[config.mk]
export PLATFORM = sky130hd
export DESIGN_NAME = frame_pulse_scheduler
export DESIGN_NICKNAME = d
export VERILOG_FILES = /design/src/rtl/frame_pulse_scheduler_pkg.sv /design/src/rtl/frame_pulse_scheduler_request_rise_capture.sv /design/src/rtl/frame_pulse_scheduler.sv
export SDC_FILE = /design/constraint.sdc
export NUM_CORES = 1
export LEC_CHECK = 0
export CORE_MARGIN = 8
export CORE_UTILIZATION = 45
export CTS_BUF_LIST = sky130_fd_sc_hd__clkbuf_8
export DETAILED_ROUTE_END_ITERATION = 7
export PLACE_DENSITY = 0.62
export SYNTH_ARGS = -nofsm -noshare
export SYNTH_HDL_FRONTEND = slang
export SYNTH_HIERARCHICAL = 1
export SYNTH_SLANG_ARGS = --single-unit
export TNS_END_PERCENT = 5
[constraint.sdc]
create_clock -name clk -period 5 [get_ports clk]
set_input_delay 0.5 -clock clk [delete_from_list [all_inputs] [get_ports clk]]
set_output_delay 0.5 -clock clk [all_outputs]
set_load 0.1 [all_outputs]
[src/rtl/frame_pulse_scheduler_pkg.sv]
// ---------------------------------------------------------------------------
// pinball_pulse_pkg
// Shared types and counter widths for frame_pulse_scheduler.
//   pulse_state_t : scheduler state (IDLE / PULSE)
//   PULSE_CNT_W   : width of the in-pulse cycle counter (PULSE_CYCLES <= 255)
//   GAP_CNT_W     : width of the inter-pulse frame gap counter (FRAME_GAP <= 15)
// ---------------------------------------------------------------------------
package pinball_pulse_pkg;

  typedef enum logic {
    IDLE  = 1'b0,
    PULSE = 1'b1
  } pulse_state_t;

  localparam int PULSE_CNT_W = 8;
  localparam int GAP_CNT_W   = 4;

endpackage

[src/rtl/frame_pulse_scheduler_request_rise_capture.sv]
// ---------------------------------------------------------------------------
// request_rise_capture
// Registers the previous level of the request line and flags its rising edge,
// so a request held high for many cycles counts as a single event.
// Ports:
//   clk      in  system clock
//   reset    in  synchronous active-high reset (clears request history)
//   request  in  level event request
//   req_rise out request && !previous request (combinational)
// ---------------------------------------------------------------------------
module request_rise_capture (
  input  logic clk,
  input  logic reset,
  input  logic request,
  output logic req_rise
);

  logic request_prev_q;
  logic request_prev_d;

  always_comb begin
    request_prev_d = request;
  end

  always_ff @(posedge clk) begin
    if (reset) begin
      request_prev_q <= 1'b0;
    end else begin
      request_prev_q <= request_prev_d;
    end
  end

  assign req_rise = request & ~request_prev_q;

endmodule

[src/rtl/frame_pulse_scheduler.sv]
// ---------------------------------------------------------------------------
// frame_pulse_scheduler
// Queues bursty event requests and replays them as clean pulses that start
// one cycle after a startOfFrame strobe, at most one pulse per FRAME_GAP frames.
//
// Parameters:
//   COUNT_WIDTH  width of the pending-request counter (max 2^COUNT_WIDTH-1)
//   PULSE_CYCLES pulse high time in clk cycles (1..255), shorter than a frame
//   FRAME_GAP    minimum frames between pulse starts (1..15)
//
// Ports:
//   clk           in   system clock
//   reset         in   synchronous active-high reset
//   startOfFrame  in   one-cycle strobe at frame start
//   request       in   level request; only its rising edge is counted
//   flush         in   (only with FRAME_PULSE_FLUSH_EN) clears the queue
//   pulseOut      out  registered frame-aligned pulse, PULSE_CYCLES wide
//   busy          out  registered, high while the state is PULSE (state view)
//   pendingCount  out  registered count of queued, not yet emitted requests
//   overflow      out  sticky flag: a request was lost at saturation
//
// Optional feature macro: FRAME_PULSE_FLUSH_EN adds the flush input. When the
// macro is undefined the port and its logic are absent.
// ---------------------------------------------------------------------------
module frame_pulse_scheduler
  import pinball_pulse_pkg::*;
#(
  parameter int COUNT_WIDTH  = 4,
  parameter int PULSE_CYCLES = 1,
  parameter int FRAME_GAP    = 1
) (
  input  logic                   clk,
  input  logic                   reset,
  input  logic                   startOfFrame,
  input  logic                   request,
`ifdef FRAME_PULSE_FLUSH_EN
  input  logic                   flush,
`endif
  output logic                   pulseOut,
  output logic                   busy,
  output logic [COUNT_WIDTH-1:0] pendingCount,
  output logic                   overflow
);

  localparam logic [PULSE_CNT_W-1:0] PULSE_LOAD = PULSE_CNT_W'(PULSE_CYCLES - 1);
  localparam logic [GAP_CNT_W-1:0]   GAP_LOAD   = GAP_CNT_W'(FRAME_GAP - 1);
  localparam logic [COUNT_WIDTH-1:0] CNT_MAX    = {COUNT_WIDTH{1'b1}};

  pulse_state_t            state_q, state_d;
  logic [PULSE_CNT_W-1:0]  pulse_cnt_q, pulse_cnt_d;
  logic [GAP_CNT_W-1:0]    gap_cnt_q, gap_cnt_d;
  logic [COUNT_WIDTH-1:0]  pending_q, pending_d;
  logic                    overflow_q, overflow_d;
  logic                    pulse_out_q, pulse_out_d;
  logic                    busy_q, busy_d;

  logic                    req_rise;
  logic                    start;
  logic                    flush_i;

`ifdef FRAME_PULSE_FLUSH_EN
  assign flush_i = flush;
`else
  assign flush_i = 1'b0;
`endif

  request_rise_capture u_rise (
    .clk      (clk),
    .reset    (reset),
    .request  (request),
    .req_rise (req_rise)
  );

  always_comb begin
    state_d     = state_q;
    pulse_cnt_d = pulse_cnt_q;
    gap_cnt_d   = gap_cnt_q;
    pending_d   = pending_q;
    overflow_d  = overflow_q;

    // A pulse only launches on a strobe while idle, with work queued and the
    // frame gap elapsed; a flush in the same cycle suppresses it.
    start = startOfFrame && (pending_q != '0) && (gap_cnt_q == '0) &&
            (state_q == IDLE) && !flush_i;

    if (start) begin
      state_d     = PULSE;
      pulse_cnt_d = PULSE_LOAD;
      gap_cnt_d   = GAP_LOAD;
    end else begin
      if (state_q == PULSE) begin
        if (pulse_cnt_q == '0) begin
          state_d = IDLE;
        end else begin
          pulse_cnt_d = pulse_cnt_q - PULSE_CNT_W'(1);
        end
      end
      // Gap counts strobes in both states, including strobes during a pulse.
      if (startOfFrame && (gap_cnt_q != '0)) begin
        gap_cnt_d = gap_cnt_q - GAP_CNT_W'(1);
      end
    end

    // Simultaneous increment and decrement cancel, even when saturated.
    if (flush_i) begin
      pending_d  = '0;
      overflow_d = 1'b0;
    end else if (req_rise && !start) begin
      if (pending_q == CNT_MAX) begin
        overflow_d = 1'b1;
      end else begin
        pending_d = pending_q + COUNT_WIDTH'(1);
      end
    end else if (!req_rise && start) begin
      pending_d = pending_q - COUNT_WIDTH'(1);
    end

    pulse_out_d = (state_d == PULSE);
    busy_d      = (state_d == PULSE);
  end

  always_ff @(posedge clk) begin
    if (reset) begin
      state_q     <= IDLE;
      pulse_cnt_q <= '0;
      gap_cnt_q   <= '0;
      pending_q   <= '0;
      overflow_q  <= 1'b0;
      pulse_out_q <= 1'b0;
      busy_q      <= 1'b0;
    end else begin
      state_q     <= state_d;
      pulse_cnt_q <= pulse_cnt_d;
      gap_cnt_q   <= gap_cnt_d;
      pending_q   <= pending_d;
      overflow_q  <= overflow_d;
      pulse_out_q <= pulse_out_d;
      busy_q      <= busy_d;
    end
  end

  assign pulseOut     = pulse_out_q;
  assign busy         = busy_q;
  assign pendingCount = pending_q;
  assign overflow     = overflow_q;

endmodule

==> parameters.txt <==
Parameter                              Value

GRT
  Number of global-route vias before repair ... 765
  First-pass GRT wire length ... 3.574 mm
  GRT Residual Overflow ... 0
  Largest net degree at the start of global routing ... 13
  Global-route usage over all layers ... 10.47%
  Initial antenna violation count ... 0

Critical path
  Startpoint class of the critical path ... input port
  Required time of the critical path ... 5.15 ns
  Arr. time, crit path ... 2.84 ns
  Critical path start-end classification ... input port to flop
  Critical path peak fanout ... 6
  Critical path capture point type ... flop

Route
  Final wirelength ... 2.047 mm
  Vias ... 829
  Total iterations of the first detailed-routing run ... 4
  DRT antenna net count ... 0
  Via-to-Cell Ratio ... 5.348
  Iteration-0 DRC count of the detailed router ... 15
  DR DRC count ... 0
  Routed length per placed instance ... 13.21 um

Timing
  RSZ-0062 raised after global routing ... false
  Slew at the pin closest to its max-slew limit ... 0.9725 ns
  Relative max-transition margin ... 34.96%
  Number of slew-limit violations in the final report ... 0
  Final critical delay including setup and external delays ... 2.690 ns
  Post-route clock period utilization ... 53.80%
  Final count of negative-setup-slack endpoints ... 0
  Hold slack final ... 0.4865 ns
  Max frequency ... 0.3717 GHz
  Final TNS setup ... 0 ns
  Final hold violation count ... 0
  Worst setup margin ... 2.310 ns
  Layout Skew ... 0.004528 ns

Clocking
  Number of clock buffers inserted by TritonCTS ... 3
  Clock tree from TritonCTS ... yes
  Clk pin slew, worst setup/hold paths ... 0.07 ns
  Number of buffers inserted to repair setup after CTS ... 0
  Post-cts sizing count ... 0
  # clock sinks ... 19
  Clock buffer depth ... 2
  Worst skew pair latency ... 0.25 ns
  H-tree depth ... 1
  Cts hold-fix bufs ... 0
  Root buffer selected by CTS ... sky130_fd_sc_hd__clkbuf_8

Synth
  Combinational family with the most area after synthesis ... simple AND/OR/NAND/NOR gates
  Leading area contributor after synthesis ... sky130_fd_sc_hd__dfxtp_1
  YS warnings ... 6
  Adder-Cell Fraction of Synth Area ... 9.037%
  Number of flops mapped to enable cells by yosys ... 0
  Yosys cell types ... 37
  Area share of the largest cell type after synthesis ... 36.15%
  Syn Area/Cell ... 8.994 sq um
  Total nets after synthesis ... 128
  Portion of netlist area occupied by mux cells ... 2.021%
  Sequential-to-total area share from yosys stat ... 36.15%
  Area contributors post-synth ... sky130_fd_sc_hd__dfxtp_1 (36%), sky130_fd_sc_hd__ha_1 (7.1%), sky130_fd_sc_hd__xor2_1 (5.0%)
  Post-synthesis share of cell area spent on xor and xnor gates ... 8.323%
  Cell types with the highest counts after synthesis ... sky130_fd_sc_hd__dfxtp_1 (19), sky130_fd_sc_hd__nor2_1 (13), sky130_fd_sc_hd__a21oi_1 (8)
  Share of flip-flops with an asynchronous set or reset after synthesis ... 0%
  Top FF cell, synth ... sky130_fd_sc_hd__dfxtp_1
  Simple-gate portion of the synthesized area ... 24.26%
  Most frequently used cell type in the post-synthesis netlist ... sky130_fd_sc_hd__dfxtp_1
  Number of storage elements in the synthesis netlist ... 19
  Number of standard cells after synthesis ... 117
  Fraction of the mapped netlist area in compound gates ... 15.93%
  Post-synthesis instance area ... 0.001052 sq mm

Floorplanning
  Total Die Area ... 0.004142 sq mm
  Top-Level Pins ... 11
  Starting Density ... 47.57%
  Total number of placement rows ... 17
  Total core area ... 0.002212 sq mm
  Overall die width ... 64.36 um
  Die Span Y ... 64.36 um

Layout
  Final net count ... 139
  Antenna diode count ... 0
  Fraction of layout instances using a drive strength above 1 ... 8.661%
  Finished Cell Area ... 0.001214 sq mm
  Layout-stage area growth over the synthesis result ... 15.34%

Place
  Count of port buffers added during placement ... 10
  Routability congestion estimate ... 0.7827
  Setup Slack @ Placement ... 2.060 ns
  HPWL after detailed placement ... 1.505 mm
  Total placed instance area ... 0.001169 sq mm

Power
  Pleak ... 0.4679 nW
  Maximum VDD drop ... 0.0002660 V
  Overall power of the completed layout ... 0.6276 mW
  Total power per unit cell area ... 517.1 mW/mm^2

Min path
  Tightest Hold Check Type ... flop to flop

Job
  Number of maximum-capacitance violations ... 0

Outcome
  Run status ... complete, no violations
placed cells by master (no fill, tap or decap), types with 3 or more instances in the layout:
master                             n
sky130_fd_sc_hd__or4_1             4
sky130_fd_sc_hd__a21oi_1           8
sky130_fd_sc_hd__clkdlybuf4s50_1  10
sky130_fd_sc_hd__clkbuf_8          3
sky130_fd_sc_hd__o211ai_1          4
sky130_fd_sc_hd__nand3_1           4
sky130_fd_sc_hd__xnor2_1           4
sky130_fd_sc_hd__nor2_1           13
sky130_fd_sc_hd__o31ai_1           4
sky130_fd_sc_hd__inv_1             8
sky130_fd_sc_hd__nand2_1           5
sky130_fd_sc_hd__dfxtp_1          19
sky130_fd_sc_hd__ha_1              6
sky130_fd_sc_hd__xor2_1            6
path summary, 6_finish.rpt:
| kind | slack [ns] | to | from | cells past startpoint |
|---|---|---|---|---|
| worst max register to register | 2.32 | pendingCount[3] | pendingCount[1] | 8 |
| worst min register to register | 0.49 | overflow | overflow | 2 |
| worst min-delay path | 0.49 | overflow | overflow | 2 |
| worst max-delay path | 2.31 | pendingCount[3] | startOfFrame | 9 |
worst max-delay path, cell delays in order:
cell	delay (ns)
sky130_fd_sc_hd__clkdlybuf4s50_1	0.56
sky130_fd_sc_hd__nor2b_1	0.23
sky130_fd_sc_hd__o211ai_1	0.24
sky130_fd_sc_hd__nand2_1	0.21
sky130_fd_sc_hd__ha_1	0.29
sky130_fd_sc_hd__a21oi_1	0.19
sky130_fd_sc_hd__a211oi_1	0.09
sky130_fd_sc_hd__mux2i_1	0.18
sky130_fd_sc_hd__mux2_2	0.35
metrics by stage:
step           instances  utilization [%]
2_1_floorplan        117                -
3_3_place_gp         151            52.83
3_5_place_dp         151            52.83
4_1_cts              155            54.86
5_1_grt              155            54.86
6_report             155            54.86
state kept, by name, summed over array words and instances (netlist names):
name / cells
pendingCount: 4
u_rise/request_prev_q: 1
busy: 1
pulse_cnt_q: 8
overflow: 1
gap_cnt_q: 4
logic make-up after synthesis:
family | Yosys count
DFF | 19
adders and majority gates | 7
muxes | 2
buffers and inverters | 11
AOI/OAI and AO/OA | 25
xor gates and xnor gates | 10
and+or+nand+nor | 43
power by group:
part           internal, mW  switching (mW)  total [mW]
combinational         0.104           0.215       0.320
clock                0.0545          0.0515       0.106
sequential            0.171          0.0307       0.202
total                 0.330           0.298       0.628
cell type report:
class / instances / area, sq um
Sequential cell: 19 / 380.4
Clock inverter: 1 / 3.754
Inverter: 7 / 26.28
Multi-Input combinational cell: 87 / 626.9
Clock buffer: 3 / 41.29
Timing Repair Buffer: 10 / 100.1
Tap cell: 28 / 35.03
Fill cell: 212 / 998.5
routing by layer:
metal  GRT usage (%)  part of all wire [%]  vias to the layer above
met5               0                     0                        -
met3           2.091                   2.0                        2
li1                -                     -                      434
met1           14.19                    50                      388
met2           15.53                    47                        5
met4           4.632                  0.68                        0
Note: power is estimated with default switching activity, not from simulation.
